==> src/rtl/tx_bf_ch_pulser.sv <==
// Transmit beamforming channel: per-beam delay LUT followed by a bipolar pulser burst.
// One instance per array element; all channels share tx_start so their delays steer the beam.
module tx_bf_ch_pulser #(
    parameter int ADDR_WD  = 7,
    parameter int DELAY_WD = 12,
    parameter int HPER_WD  = 8,
    parameter int NCYC_WD  = 4
) (
    input  logic                clk,
    input  logic                rst,
    input  logic [ADDR_WD-1:0]  tx_lut_addr,
    input  logic [DELAY_WD-1:0] tx_lut_din,
    input  logic                tx_lut_we,
    input  logic [ADDR_WD-1:0]  beam_idx,
    input  logic [HPER_WD-1:0]  half_period,
    input  logic [NCYC_WD-1:0]  num_cycles,
    input  logic                tx_start,
    input  logic                tx_abort,
    output logic                pulse_p,
    output logic                pulse_n,
    output logic                tx_busy,
    output logic                tx_done
);

    typedef enum logic [2:0] {
        S_IDLE,
        S_LOAD,
        S_DELAY,
        S_PHI,
        S_PLO,
        S_DONE
    } state_t;

    state_t state, state_nxt;

    logic [DELAY_WD-1:0] lut [2**ADDR_WD];
    logic [DELAY_WD-1:0] lut_rd_p1;

    logic [HPER_WD-1:0]  hper_q,   hper_nxt;
    logic [NCYC_WD-1:0]  ncyc_q,   ncyc_nxt;
    logic [DELAY_WD-1:0] dly_cnt,  dly_nxt;
    logic [HPER_WD-1:0]  hcnt,     hcnt_nxt;
    logic [NCYC_WD-1:0]  cyc_cnt,  cyc_nxt;
    logic [NCYC_WD:0]    cyc_inc;

    // The read address is beam_idx as sampled with tx_start, so LOAD sees
    // LUT[beam_idx] from the start cycle; a same-cycle write returns old data.
    always_ff @(posedge clk) begin
        if (tx_lut_we) begin
            lut[tx_lut_addr] <= tx_lut_din;
        end
        lut_rd_p1 <= lut[beam_idx];
    end

    assign cyc_inc = {1'b0, cyc_cnt} + (NCYC_WD+1)'(1);

    always_comb begin
        state_nxt = state;
        hper_nxt  = hper_q;
        ncyc_nxt  = ncyc_q;
        dly_nxt   = dly_cnt;
        hcnt_nxt  = hcnt;
        cyc_nxt   = cyc_cnt;
        case (state)
            S_IDLE: begin
                if (tx_start && !tx_abort) begin
                    state_nxt = S_LOAD;
                    hper_nxt  = (half_period == '0) ? HPER_WD'(1) : half_period;
                    ncyc_nxt  = num_cycles;
                end
            end
            S_LOAD: begin
                dly_nxt  = lut_rd_p1;
                hcnt_nxt = hper_q;
                cyc_nxt  = '0;
                if (lut_rd_p1 != '0) begin
                    state_nxt = S_DELAY;
                end else if (ncyc_q == '0) begin
                    state_nxt = S_DONE;
                end else begin
                    state_nxt = S_PHI;
                end
            end
            S_DELAY: begin
                if (dly_cnt <= DELAY_WD'(1)) begin
                    state_nxt = (ncyc_q == '0) ? S_DONE : S_PHI;
                    dly_nxt   = '0;
                end else begin
                    dly_nxt = dly_cnt - DELAY_WD'(1);
                end
            end
            S_PHI: begin
                if (hcnt <= HPER_WD'(1)) begin
                    state_nxt = S_PLO;
                    hcnt_nxt  = hper_q;
                end else begin
                    hcnt_nxt = hcnt - HPER_WD'(1);
                end
            end
            S_PLO: begin
                if (hcnt <= HPER_WD'(1)) begin
                    hcnt_nxt  = hper_q;
                    cyc_nxt   = cyc_inc[NCYC_WD-1:0];
                    state_nxt = (cyc_inc < {1'b0, ncyc_q}) ? S_PHI : S_DONE;
                end else begin
                    hcnt_nxt = hcnt - HPER_WD'(1);
                end
            end
            S_DONE: begin
                state_nxt = S_IDLE;
            end
            default: begin
                state_nxt = S_IDLE;
            end
        endcase
        // Abort wins over everything, including a fresh tx_start.
        if (tx_abort && state != S_IDLE) begin
            state_nxt = S_IDLE;
        end
    end

    // Outputs decode the next state so they are registered yet aligned with it.
    always_ff @(posedge clk) begin
        if (rst) begin
            state   <= S_IDLE;
            hper_q  <= '0;
            ncyc_q  <= '0;
            dly_cnt <= '0;
            hcnt    <= '0;
            cyc_cnt <= '0;
            pulse_p <= 1'b0;
            pulse_n <= 1'b0;
            tx_busy <= 1'b0;
            tx_done <= 1'b0;
        end else begin
            state   <= state_nxt;
            hper_q  <= hper_nxt;
            ncyc_q  <= ncyc_nxt;
            dly_cnt <= dly_nxt;
            hcnt    <= hcnt_nxt;
            cyc_cnt <= cyc_nxt;
            pulse_p <= (state_nxt == S_PHI);
            pulse_n <= (state_nxt == S_PLO);
            tx_busy <= (state_nxt != S_IDLE);
            tx_done <= (state_nxt == S_DONE);
        end
    end

endmodule

==> config.mk <==
export PLATFORM = sky130hd
export DESIGN_NAME = tx_bf_ch_pulser
export DESIGN_NICKNAME = d
export VERILOG_FILES = /design/src/rtl/tx_bf_ch_pulser.sv
export SDC_FILE = /design/constraint.sdc
export NUM_CORES = 1
export LEC_CHECK = 0
export BUFFER_PORTS_ARGS = -buffer_cell sky130_fd_sc_hd__buf_4
export CAP_MARGIN = 20
export CORE_ASPECT_RATIO = 1.25
export CORE_MARGIN = 2
export CORE_UTILIZATION = 40
export CTS_CLUSTER_SIZE = 30
export DETAILED_ROUTE_END_ITERATION = 10
export GPL_ROUTABILITY_DRIVEN = 0
export SYNTH_ARGS = -nofsm -noshare
export SYNTH_HDL_FRONTEND = slang
export SYNTH_SLANG_ARGS = --single-unit
==> constraint.sdc <==
create_clock -name clk -period 3.1 [get_ports clk]
set_clock_uncertainty 0.1 [all_clocks]
set_input_delay 0.62 -clock clk [delete_from_list [all_inputs] [get_ports clk]]
set_output_delay 0.62 -clock clk [all_outputs]
set_load 0.05 [all_outputs]
==> results.md <==
* Worst-path clk slew at 0.06 ns
* Setup crit start kind: input port
* Critical path class: in2reg
* Seq/Total Area, Yosys at 76.8%
* Initial antenna violation count at 2
* Synth top area share at 75.0%
* Smallest setup slack after layout at 0.340 ns
* Drt total wl at 150 mm
* Half-perimeter wire length after placement at 96.2 mm
* Post-CTS Resized at 0
* Row cnt at 160
* Arrival time at the worst endpoint at 3.32 ns
* Cell variety after synth at 53
* Post-synth EDFFs at 1536
* Die area at 157000 um^2
* Post-DRT Antenna Nets at 1
* Critical path's slowest cell: mux4_2
* Vias at 29300
* Hold Buf Count CTS at 9
* # H-tree levels at 4
* Synth top area cells: edfxtp_1 (75%), mux4_2 (18%), dfxtp_1 (1.8%)
* Synth Flop Type: edfxtp_1
* Global-route wire length before repair at 218 mm
* Post-synth ARST share at 0%
* DRT Pass-1 Iters at 7
* CTS Sinks at 1591
* Leading cell type in the layout, fill and taps excluded: edfxtp_1
* Fin area at 71700 um^2
* Syn Nets at 2725
* Max Buffers Root-to-Sink at 3
* Largest net degree at the start of global routing at 129
* Most used cell, CP: mux4_2
* Total I/O pin count at 47
* # DRC at 0
* Max_cap viols at 0
* Routed len/inst at 29.0 um
* Worst hold path type: in2reg
* Die width at 355 um
* Violation count after the first detailed-route iteration at 3201
* Grt ovf at 0
* Count of pins over their slew limit at 0
* CP max stage delay at 0.60 ns
* Initial Util at 40.4%
* Final Hold Viols at 0
* Crit-path max FO at 35
* Final nets at 3083
* Post-CTS Setup Bufs at 0
* Inserted Clock Buffers at 155
* Outcome: finished with violations
* Period utilization at 89.0%
* PD cells at 636 nW/um^2
* Unrepaired setup endpoints after global routing: no
* Die Y at 442 um
* Count of buffers from port buffering at 46
* Flops & latches, synth at 1591
* DR vias/cell at 5.65
* Synthesis warning total at 0
* Post-Syn Area at 61500 um^2
* Final Setup Violations at 0
* Leakage at 22.5 nW
* Most frequent cells in the layout: edfxtp_1 (1536), mux4_2 (504), buf_4 (270), clkbuf_16 (159), nor2_1 (158)
* Area growth syn-to-layout at 16.6%
* Cells after synthesis at 2674
* Setup TNS at 0 ns
* Core Box Area at 152000 um^2
* Worst VDD drop at 0.589 mV
* Post-DP Area at 66700 um^2
* CTS tree: yes
* Dominant cell type by area after synthesis: edfxtp_1
* Root buffer cell: clkbuf_16
* Fmax at 362 MHz
* Failing checks: antenna violations
* Setup WS pre-CTS at -0.451 ns
* Syn Area/Cell at 23.0 um^2
* Worst slew pin tran at 1.02 ns
* Minimum hold slack at 0.0514 ns
* Worst-Skew Late Latency at 0.78 ns
* Slew headroom at 32.0%
* Crit path time final at 2.76 ns
* Critical path cell sequence: buf_8, buf_12, buf_12, mux4_2, mux4_2, mux4_2, mux2_2
* Crit. End Element: register
* Total GRT Usage at 19.3%
* Vias in the first global route at 30600
* Req. time, crit path at 3.66 ns
* Layout cell share with drive strength beyond 1 at 34.2%
==> where the power goes <==
group	leakage, nW	switching [mW]	total (mW)	internal [mW]
Clock	2.36	7.83	18.2	10.3
Sequential	14.3	0.196	24.0	23.8
Combinational	5.91	2.01	3.45	1.44
==> area by class of cell <==
| class | count | area (um^2) |
|---|---|---|
| Sequential cell | 1591 | 47200 |
| Multi-Input combinational cell | 927 | 13600 |
| Fill cell | 12300 | 80700 |
| Inverter | 13 | 48.8 |
| Clock inverter | 83 | 731 |
| Clock buffer | 191 | 4120 |
| Timing Repair Buffer | 344 | 3400 |
| Tap cell | 2025 | 2530 |
| Antenna cell | 5 | 12.5 |
==> worst max-delay path, delay by kind of cell <==
| family | cells | cell delay [ns] |
|---|---|---|
| mux | 4 | 2.06 |
| buf+inv | 3 | 0.57 |
==> synthesized netlist by cell type (2+ instances only) <==
cell         n
edfxtp_1  1536
mux4_2     504
nor2_1     158
clkbuf_1    86
dfxtp_1     55
nand2_1     54
buf_2       27
a21oi_1     26
nor3_1      25
o21ai_0     24
nand3_1     21
buf_1       15
inv_1       13
buf_4       12
mux2_2      12
nor4_1      10
nor2b_1      9
a22oi_1      8
ha_1         8
or4_1        6
a211oi_1     5
nand2b_1     5
a22o_1       4
o21a_1       4
a21o_1       3
buf_6        3
nand3b_1     3
nand4_1      3
o22ai_1      3
or2_2        3
or3_1        3
xnor2_1      3
o31ai_1      2
or3b_2       2
==> sequential cells by signal, summed over array words and instances (netlist names) <==
signal / flops
lut_rd_p1: 12
hper_q: 8
cyc_cnt: 4
ncyc_q: 4
dly_cnt: 12
pulse_p: 1
tx_busy: 1
tx_done: 1
state: 3
hcnt: 8
pulse_n: 1
lut: 1536
==> cells by family (layout without fill, tap and decap cells) <==
group	Yosys count	count (layout)	synth area share, %
AND/OR/NAND/NOR	306	306	2.20
buffers and inverters	156	631	1.12
flip-flops	1591	1591	76.8
AO/OA/AOI/OAI	92	92	0.953
multiplexers	517	517	18.7
adder cells (fa/ha/maj)	8	8	0.163
XOR/XNOR	4	4	0.0570
other	0	5	0
==> routing by layer <==
layer / share of wire (%) / GRT usage [%] / vias to the layer above
met2: 52 / 33.4 / 1082
met5: 0 / 0 / -
met1: 39 / 24.7 / 15900
met3: 5.8 / 2.83 / 212
met4: 3.3 / 6.98 / 0
li1: - / - / 12100
==> stage by stage <==
| stage | power [mW] | utilization, % | std cells |
|---|---|---|---|
| CTS | 45.9 | 47.0 | 5174 |
| floorplan | 26.4 | - | 2674 |
| global placement | 27.8 | 43.8 | 4891 |
| global route | 47.0 | 47.0 | 5174 |
| finish | 45.6 | 47.0 | 5179 |
| detailed placement | 27.9 | 43.8 | 4891 |
==> worst paths after layout <==
path                       end            from  slack, ns  depth (start not counted)
setup / recovery  lut_rd_p1[7]     beam_idx[0]       0.34                          7
hold / removal       hper_q[4]  half_period[4]       0.05                          3
setup reg to reg       tx_done      dly_cnt[4]       0.49                          6
hold reg to reg      hper_q[3]       hper_q[3]       0.37                          2
(Power assumes the default switching activity.)
